### src/rtl/integer_dot_pkg.sv
// Shared types and helpers for the integer datapath blocks: FSM state encoding,
// accumulator width rule and sign-extend / range-check helpers.
package integer_dot_pkg;

  typedef enum logic [1:0] {
    IDLE   = 2'd0,
    ACCUM  = 2'd1,
    REDUCE = 2'd2,
    OUTPUT = 2'd3
  } dot_state_t;

  // Widest value the helpers handle; accumulators must fit inside it.
  localparam int MAX_W = 128;

  function automatic int acc_bits_for(input int bits, input int length);
    return 2 * bits + $clog2(length);
  endfunction

  // Extend the low 'width' bits of value to MAX_W, signed or unsigned.
  function automatic logic [MAX_W-1:0] ext_to_max(input logic [MAX_W-1:0] value,
                                                  input int width,
                                                  input logic is_signed);
    logic [MAX_W-1:0] r;
    r = '0;
    for (int i = 0; i < MAX_W; i++) begin
      if (i < width) r[i] = value[i];
      else           r[i] = is_signed & value[width-1];
    end
    return r;
  endfunction

  // True when an extended value is representable in 'bits' bits.
  function automatic logic fits_in(input logic [MAX_W-1:0] value,
                                   input int bits,
                                   input logic is_signed);
    logic ok;
    ok = 1'b1;
    for (int i = 0; i < MAX_W; i++) begin
      if (is_signed) begin
        if (i >= bits - 1 && value[i] != value[bits-1]) ok = 1'b0;
      end else begin
        if (i >= bits && value[i]) ok = 1'b0;
      end
    end
    return ok;
  endfunction

endpackage

### src/rtl/integer_adder_tree.sv
// Pipelined pairwise reduction of LANES accumulators, one register per tree level,
// laid out as a heap (node j sums children 2j and 2j+1; leaves are indices LANES..2*LANES-1).
module integer_adder_tree
  import integer_dot_pkg::*;
#(
  parameter int LANES    = 4,
  parameter int ACC_BITS = 36
) (
  input  logic                      clk,
  input  logic                      rstn,
  input  logic [LANES*ACC_BITS-1:0] leaves,
  output logic [ACC_BITS-1:0]       root
);

  if (LANES == 1) begin : g_pass
    logic unused_ctrl;
    assign unused_ctrl = clk ^ rstn;
    assign root = leaves;
  end else begin : g_tree
    logic [ACC_BITS-1:0] sum [1:LANES-1];
    logic [ACC_BITS-1:0] kid [2:2*LANES-1];

    for (genvar k = 2; k < 2 * LANES; k++) begin : g_kid
      if (k >= LANES) begin : g_leaf
        assign kid[k] = leaves[(k-LANES)*ACC_BITS +: ACC_BITS];
      end else begin : g_node
        assign kid[k] = sum[k];
      end
    end

    always_ff @(posedge clk) begin
      if (!rstn) begin
        for (int j = 1; j < LANES; j++) sum[j] <= '0;
      end else begin
        for (int j = 1; j < LANES; j++) sum[j] <= kid[2*j] + kid[2*j+1];
      end
    end

    assign root = sum[1];
  end

endmodule

### src/rtl/integer_vector_dot_vector_tree.sv
// Streaming dot product: per-lane MACs, registered adder tree, valid/ready result.
// Define DOT_SATURATE_EN to clamp the result to BITS and add the sticky sat output.
//
// state  | meaning
// IDLE   | waiting for the first beat of a vector
// ACCUM  | accumulating beats, bubbles allowed
// REDUCE | adder tree draining, inputs blocked
// OUTPUT | result held on c until out_ready
module integer_vector_dot_vector_tree
  import integer_dot_pkg::*;
#(
  parameter int BITS     = 16,
  parameter int LANES    = 4,
  parameter int LENGTH   = 32,
  parameter int SIGNED   = 0,
  parameter int ACC_BITS = acc_bits_for(BITS, LENGTH)
) (
  input  logic                  clk,
  input  logic                  rstn,
  input  logic                  in_valid,
  output logic                  in_ready,
  input  logic [LANES*BITS-1:0] vector_a,
  input  logic [LANES*BITS-1:0] vector_b,
  output logic                  out_valid,
  input  logic                  out_ready,
  output logic [BITS-1:0]       c,
  output logic                  busy
`ifdef DOT_SATURATE_EN
  ,
  output logic                  sat
`endif
);

  localparam int BEATS   = LENGTH / LANES;
  localparam int BEAT_W  = $clog2(BEATS + 1);
  localparam int LEVELS  = $clog2(LANES);
  localparam int STAGE_W = (LEVELS > 0) ? $clog2(LEVELS + 1) : 1;

  if (LENGTH % LANES != 0) begin : g_bad_length
    $error("LENGTH must be a multiple of LANES");
  end
  if (LANES < 1 || LANES > 32 || (LANES & (LANES - 1)) != 0) begin : g_bad_lanes
    $error("LANES must be a power of two in 1..32");
  end

  dot_state_t             state;
  logic [BEAT_W-1:0]      beat;
  logic [STAGE_W-1:0]     stage;
  logic                   accept;
  logic                   load;
  logic                   add;
  logic [LANES*ACC_BITS-1:0] leaves;
  logic [ACC_BITS-1:0]    root;
  logic [BITS-1:0]        result;
  logic                   clamped;

  assign accept = in_valid && in_ready;
  assign load   = accept && (state == IDLE);
  assign add    = accept && (state == ACCUM);

  for (genvar i = 0; i < LANES; i++) begin : g_lane
    logic                a_sgn;
    logic                b_sgn;
    logic [2*BITS-1:0]   a_ext;
    logic [2*BITS-1:0]   b_ext;
    logic [2*BITS-1:0]   prod;
    logic [ACC_BITS-1:0] prod_ext;
    logic [ACC_BITS-1:0] acc;

    // Operands are pre-extended so the low 2*BITS of the product are exact in both modes.
    assign a_sgn = (SIGNED != 0) && vector_a[i*BITS+BITS-1];
    assign b_sgn = (SIGNED != 0) && vector_b[i*BITS+BITS-1];
    assign a_ext = {{BITS{a_sgn}}, vector_a[i*BITS +: BITS]};
    assign b_ext = {{BITS{b_sgn}}, vector_b[i*BITS +: BITS]};
    assign prod  = a_ext * b_ext;

    if (SIGNED != 0) begin : g_sext
      assign prod_ext = ACC_BITS'($signed(prod));
    end else begin : g_zext
      assign prod_ext = ACC_BITS'(prod);
    end

    always_ff @(posedge clk) begin
      if (!rstn)     acc <= '0;
      else if (load) acc <= prod_ext;
      else if (add)  acc <= acc + prod_ext;
    end

    assign leaves[i*ACC_BITS +: ACC_BITS] = acc;
  end

  integer_adder_tree #(
    .LANES    (LANES),
    .ACC_BITS (ACC_BITS)
  ) u_tree (
    .clk    (clk),
    .rstn   (rstn),
    .leaves (leaves),
    .root   (root)
  );

`ifdef DOT_SATURATE_EN
  logic [MAX_W-1:0] root_wide;
  logic             root_fits;
  logic [BITS-1:0]  clamp_val;

  assign root_wide = ext_to_max(MAX_W'(root), ACC_BITS, SIGNED != 0);
  assign root_fits = fits_in(root_wide, BITS, SIGNED != 0);
  assign clamp_val = (SIGNED != 0) ? {root[ACC_BITS-1], {(BITS-1){~root[ACC_BITS-1]}}} : '1;
  assign result    = root_fits ? root[BITS-1:0] : clamp_val;
  assign clamped   = ~root_fits;
`else
  logic unused_root_hi;
  assign unused_root_hi = ^root[ACC_BITS-1:BITS];
  assign result  = root[BITS-1:0];
  assign clamped = 1'b0;
`endif

  always_ff @(posedge clk) begin
    if (!rstn) begin
      state     <= IDLE;
      beat      <= '0;
      stage     <= '0;
      in_ready  <= 1'b1;
      out_valid <= 1'b0;
      c         <= '0;
      busy      <= 1'b0;
`ifdef DOT_SATURATE_EN
      sat       <= 1'b0;
`endif
    end else begin
      case (state)
        IDLE: begin
          if (accept) begin
            beat <= BEAT_W'(1);
            busy <= 1'b1;
            if (BEATS == 1) begin
              state    <= REDUCE;
              in_ready <= 1'b0;
              stage    <= STAGE_W'(LEVELS);
            end else begin
              state <= ACCUM;
            end
          end
        end
        ACCUM: begin
          if (accept) begin
            beat <= beat + 1'b1;
            if (beat == BEAT_W'(BEATS - 1)) begin
              state    <= REDUCE;
              in_ready <= 1'b0;
              stage    <= STAGE_W'(LEVELS);
            end
          end
        end
        REDUCE: begin
          // Stage count covers the tree levels; the extra cycle latches the root.
          if (stage == '0) begin
            state     <= OUTPUT;
            out_valid <= 1'b1;
            c         <= result;
`ifdef DOT_SATURATE_EN
            sat       <= clamped;
`endif
          end else begin
            stage <= stage - 1'b1;
          end
        end
        OUTPUT: begin
          if (out_ready) begin
            state     <= IDLE;
            beat      <= '0;
            out_valid <= 1'b0;
            c         <= '0;
            in_ready  <= 1'b1;
            busy      <= 1'b0;
`ifdef DOT_SATURATE_EN
            sat       <= 1'b0;
`endif
          end
        end
        default: begin
          state    <= IDLE;
          in_ready <= 1'b1;
          busy     <= 1'b0;
        end
      endcase
    end
  end

`ifndef DOT_SATURATE_EN
  logic unused_clamped;
  assign unused_clamped = clamped;
`endif

endmodule
### config.mk
export PLATFORM = sky130hd
export DESIGN_NAME = integer_vector_dot_vector_tree
export DESIGN_NICKNAME = d
export VERILOG_FILES = /design/src/rtl/integer_dot_pkg.sv /design/src/rtl/integer_adder_tree.sv /design/src/rtl/integer_vector_dot_vector_tree.sv
export SDC_FILE = /design/constraint.sdc
export NUM_CORES = 2
export LEC_CHECK = 0
export BUFFER_PORTS_ARGS = -buffer_cell sky130_fd_sc_hd__buf_2
export CORE_UTILIZATION = 36
export DETAILED_ROUTE_END_ITERATION = 6
export HOLD_SLACK_MARGIN = 0.12
export PLACE_DENSITY_LB_ADDON = 0.3
export SLEW_MARGIN = 20
export SYNTH_ARGS = -nofsm -noshare
export SYNTH_HDL_FRONTEND = slang
export SYNTH_SLANG_ARGS = --single-unit
### constraint.sdc
create_clock -name clk -period 6.7 [get_ports clk]
set_input_delay 0.335 -clock clk [delete_from_list [all_inputs] [get_ports clk]]
set_output_delay 0.335 -clock clk [all_outputs]
set_load 0.02 [all_outputs]
# After elaboration in Yosys (flattened, before gate mapping)
# Memories as Yosys holds them, arrays and structs flattened.
# Cells that the tools add are included.
word_totals:
  regBits: 175
  latchBits: 0
  ram_bits: 111
  mem_bits_ro: 0
  input_bits: 132
  output_inout_bits: 19
  elab_cells: 98
  memories: 1
classes:
  addsub: 9
  multipliers: 4
  div_mod_pow: 0
  order_cmp: 0
  eq_ne: 10
  n_shift: 0
  mux: 37
  bitwise_logic: 4
  n_reduce_logical: 18
memory_table:
  columns: ["memory", "depth", "word_bits", "rd", "rd_ports_with_merged_regs", "wr", "line_no", "rtl"]
  rows:
  - ["u_tree.g_tree.sum", 3, 37, 3, 0, 3, "integer_adder_tree.sv:20", "logic [ACC_BITS-1:0] sum [1:LANES-1];"]
ops:
  columns: ["cell", "n"]
  rows:
  - ["32-bit 2-to-1 mux", 8]
  - ["37-bit by 32-bit adder with 37-bit output", 4]
  - ["16-bit by 16-bit multiplier with 32-bit output", 4]
  - ["37-bit adder", 3]
  - ["37-bit 2-to-1 mux", 3]
  - ["16-bit 2-to-1 mux", 2]
  - ["16-bit case mux with 2 select lines", 1]
  - ["2-bit 2-to-1 mux", 6]
  - ["4-bit 2-to-1 mux", 3]
  - ["4-bit case mux with 3 select lines", 1]
  - ["4-bit AND reduction", 3]
  - ["2-bit != test, second input constant", 5]
  - ["2-bit nonzero test", 5]
  - ["1-bit 2-to-1 mux", 8]
  - ["2-bit case mux with 4 select lines", 1]
  - ["1-bit case mux with 2 select lines", 3]
  - ["3-bit AND reduction", 2]
  - ["5-bit AND reduction", 1]
  - ["4-bit by 1-bit adder with 4-bit output, second input constant", 1]
  - ["2-bit equality test, second input constant", 2]
  - ["4-bit by 3-bit equality test with 1-bit output, second input constant", 1]
  - ["2-bit zero test", 2]
  - ["2-bit case mux with 2 select lines", 1]
  - ["1-bit logical AND", 3]
  - ["other kinds (7)", 9]

# Longest topological paths before layout
logic_depth:
  depth_word: 4
  mapped_depth: 28
  mapped_depth_nobuf: 27

# Hierarchy
# From an unflattened synthesis, not the netlist that was laid out.
hier_totals:
  cells_unflattened: 6586
  area_unflattened_um2: 55383.1
by_module_without_submodules:
  columns: ["module", "instances", "cells_per_inst", "area_per_inst_um2", "seq_area_each_um2"]
  rows:
  - ["integer_vector_dot_vector_tree", 1, 5553, 46871.2, 3503.4]
  - ["integer_adder_tree", 1, 1033, 8511.9, 2222.1]

# Worst setup path before layout
# Ideal clock, no wire load.
synth_timing:
  kind: "input port to flip-flop"
  startpoint: "input vector_a[5]"
  endpoint: "register g_lane[0].acc[15]"
  setup_ns: 0.115
  t_arrival_ns: 6.210
  required_ns: 6.585
  slack_ns: 0.375
  stages: 26
  path_buffers: 1
  path_cell_list: "clkbuf_1 > and2_1 > fa_1 > inv_1 > fa_1 > fa_1 > fa_1 > inv_1 > fa_1 > inv_1 > fa_1 > inv_1 > ha_1 > and2_1 > a22o_1 > a31oi_1 > nor2b_1 > xnor2_1 > ha_1 > and3_1 > o221ai_1 > a31oi_1 > nor2_1 > a21oi_1 > mux2i_1 > o21a_1"
synth_via:
  elab_chain_cells: 4
synth_lines:
  columns: ["item", "line_no", "rtl"]
  rows:
  - ["start: declaration", "integer_vector_dot_vector_tree.sv:22", "input logic [LANES*BITS-1:0] vector_a,"]
  - ["16-bit by 16-bit multiplier with 32-bit output (*)", "integer_vector_dot_vector_tree.sv:75", "assign prod = a_ext * b_ext;"]
  - ["37-bit by 32-bit adder with 37-bit output", "integer_vector_dot_vector_tree.sv:86", "else if (add) acc <= acc + prod_ext;"]
  - ["32-bit 2-to-1 mux", "integer_vector_dot_vector_tree.sv:86", null]
  - ["32-bit 2-to-1 mux (*)", "integer_vector_dot_vector_tree.sv:85", "else if (load) acc <= prod_ext;"]
  - ["end signal: assignment", "integer_vector_dot_vector_tree.sv:85", null]
  - ["end signal: assignment", "integer_vector_dot_vector_tree.sv:86", null]
  - ["end: declaration", "integer_vector_dot_vector_tree.sv:68", "logic [ACC_BITS-1:0] acc;"]
# Mark *: on every way between the ends. The rest lies on a longest branch, timed or not. The select of a mux whose other input is x is not followed.
# A chain may end at the register's enable or synchronous reset.

# Worst setup path after layout
layout_timing:
  startpoint: "input vector_b[6]"
  endpoint: "register g_lane[0].acc[15]"
layout_via:
  elab_chain_cells: 4
layout_lines:
  columns: ["item", "line_no", "rtl"]
  rows:
  - ["start: declaration", "integer_vector_dot_vector_tree.sv:23", "input logic [LANES*BITS-1:0] vector_b,"]
  - ["16-bit by 16-bit multiplier with 32-bit output (*)", "integer_vector_dot_vector_tree.sv:75", null]
  - ["37-bit by 32-bit adder with 37-bit output", "integer_vector_dot_vector_tree.sv:86", null]
  - ["32-bit 2-to-1 mux", "integer_vector_dot_vector_tree.sv:86", null]
  - ["32-bit 2-to-1 mux (*)", "integer_vector_dot_vector_tree.sv:85", null]
# Marks and branches as above.

==> metrics.txt <==
status=finished, final reports clean; RSZ-0062 raised after global routing=no; # setup viols final=0; I/O pin total=151; total track usage=0.177; Post-Syn Nets=3778; sequential fraction of the synthesis area=0.111; Clk pin slew, worst setup/hold paths=70 ps; DRT Pass-1 Iters=5; H-tree levels=4; Hold WC Path Type=in2reg; Relative slew margins=0.377; # hold bufs at CTS=0; DRC viols=0; Hold Crit Endpoint=busy$_SDFFE_PN0P_; max-cap violations=0; HPWL after DPL=47600 um; vias in the first global route=20600; Initial Util=0.366; Core Rows=96; CTS tree=yes; Routed Antenna Nets=0; ranking of synthesized cells by area=fa_1 26%, ha_1 16%, dfxtp_1 11%, and2_1 7.7%, inv_1 7.4%; total core area=68800 sq um; wire length per cell=14.8 um; clk sink count=between 100 and 150; GPL Wtd Cong=approximately 0.85; Critical Path AT=6470 ps; CTS root buf=clkbuf_16; layout cells sized above 1=0.0742; cts repair resizes=0; Starting DRT DRC Count=914; kind of end point of the critical path=flip-flop; via count=19800; CP required=7020 ps; Worst Setup Slack post-DPL=140 ps; leading area contributor after synthesis=fa_1; top cell type's share of synthesized area=0.260; worst r2r src=state[0]$_SDFFE_PN0P_; die height=266 um; worst-path maximum fanout=4; Area Overhead vs Synth=9.22%; Post-synth EDFFs=0; GRT Residual Overflow=0; Clock Latency Late Sink=roughly 430 ps; r2r setup slk=between 3000 and 4000 ps; worst hold path startpoint=out_ready; TNS Setup=0 ps; vias per inst=4.89; Final period util=0.917; Synth Instances=3007; Die Wd=approximately 270 um; Tightest Pin Transition=934 ps; port bufs=150; pin count of the biggest net entering global routing=87; fin worst setup slack=555 ps; final hold vios=0; initial antenna violation count=2; critical path startpoint category=input pin; Syn Area/Cell=8.37 sq um; first-pass GRT wire length=slightly above 100000 um; synth unique cells=71; hold depth=4; WL final=roughly 60000 um; Synthesis Warnings=0; max frequency=163 MHz; Post-synth top flop=dfxtp_1; post-layout min period=between 6000 and 7000 ps; FFs w/ async S/R, synth=0; area of the die=just over 70000 sq um; TritonCTS buffer count=17; Setup Skew=between 10 and 15 ps; Final #Nets=3872; Pins Over Slew Limit=0; clock buffer depth=2; Worst R2R Path Depth=11; ANT cells=0; Post-Synthesis Cell Area=~25000 sq um; fillers=7054; Yosys reg bits=139; Crit Path Class=in2reg; Post-CTS Setup Bufs=0; FF-to-FF End=g_lane[1].acc[15]$_SDFFE_PN0P_; CP startpoint=vector_b[6]
## logic make-up (layout without fill, tap and decap cells)
logic type	count (synthesis)	after routing	share of synthesized area
fa+ha+maj	639	639	0.415
simple gates	971	971	0.192
buf+inv	594	701	0.0891
compound gates	420	420	0.107
xor+xnor	236	236	0.0825
flops	139	139	0.111
mux	8	8	0.00318
## worst max-delay path, stage by stage
cell and delay [ps]:
buf_2 130, and2_1 170, fa_1 550, inv_1 60
fa_1 520, fa_1 530, inv_1 50, fa_1 470
fa_1 540, inv_1 50, fa_1 530, inv_1 40
ha_1 330, and2_1 160, a22o_1 190, a31oi_1 170
nor2b_1 190, xnor2_1 110, ha_1 300, and3_1 140
o221ai_1 100, a31oi_1 280, nor2_1 70, a21oi_1 160
mux2i_1 80, o21a_1 170
## layout by cell type, fill, tap and decap left out, types with 32 or more instances in the layout
master	n
a21oi_1	126
and2_1	311
buf_2	150
dfxtp_1	139
fa_1	327
ha_1	312
inv_1	494
nand2_1	327
nand3_1	32
nor2_1	144
nor3_1	39
o21ai_0	75
xnor2_1	166
xor2_1	69
## metrics by stage
stage               cells   util  hold WS, ps  cell area, sq um
floorplan            3007      -          453             25200
global placement     4013  0.391          462             26900
detailed placement   4013  0.391          470             26900
CTS                  4045  0.399          219             27500
global route         4045  0.399          271             27500
finish               4045  0.399          238             27500
## worst max-delay path by stage
stage,to,cells after the start
after floorplan,g_lane[0].acc[15]$_SDFFE_PN0P_,26
final,g_lane[0].acc[15]$_SDFFE_PN0P_,26
after global placement,g_lane[0].acc[15]$_SDFFE_PN0P_,26
after CTS,g_lane[0].acc[15]$_SDFFE_PN0P_,26
after global routing,g_lane[0].acc[15]$_SDFFE_PN0P_,26
after detailed placement,g_lane[0].acc[15]$_SDFFE_PN0P_,26
## synthesized netlist by cell type (all sizes together), types with 4 or more instances
library cell	n
and2	313
mux2i	8
fa	327
and3	12
a21oi	126
nor3	39
o22ai	4
inv	495
o21ai	90
nor3b	6
buf	7
o31ai	4
a22oi	19
a31oi	18
nand4	8
or2	12
or3	17
dfxtp	139
o31a	10
o221ai	14
o311ai	4
xnor2	167
clkbuf	91
nor2	148
o21bai	13
a211oi	13
ha	312
nand2b	21
o211ai	12
a21boi	7
nand3	33
a211o	7
nor2b	23
a21o	29
nand2	328
o21a	12
xor2	69
a221oi	14
## sequential cells by signal, indices dropped and copies added, names as in the netlist
register	cells
stage	2
state	2
g_lane.acc	64
in_ready	1
busy	1
beat	4
u_tree.g_tree.sum	48
c	16
out_valid	1
## routing by layer
layer,vias up,wire length (um),global-route usage
met2,297,29100,0.308
met5,-,11,0
met1,9639,27900,0.236
li1,9773,-,-
met4,2,762,0.0340
met3,56,2040,0.0199
## cell type report
class / instances / area (sq um) / area share
Multi-Input combinational cell: 2274 / 20200 / 0.733
Sequential cell: 139 / 2780 / 0.101
Inverter: 496 / 1860 / 0.0678
Tap cell: 931 / 1160 / 0.0424
Timing Repair Buffer: 173 / 923 / 0.0336
Clock buffer: 17 / 425 / 0.0155
Clock inverter: 15 / 168 / 0.00610
Power is not shown: default switching activity piles up to over one toggle a cycle in this logic, so the estimate is an artifact.
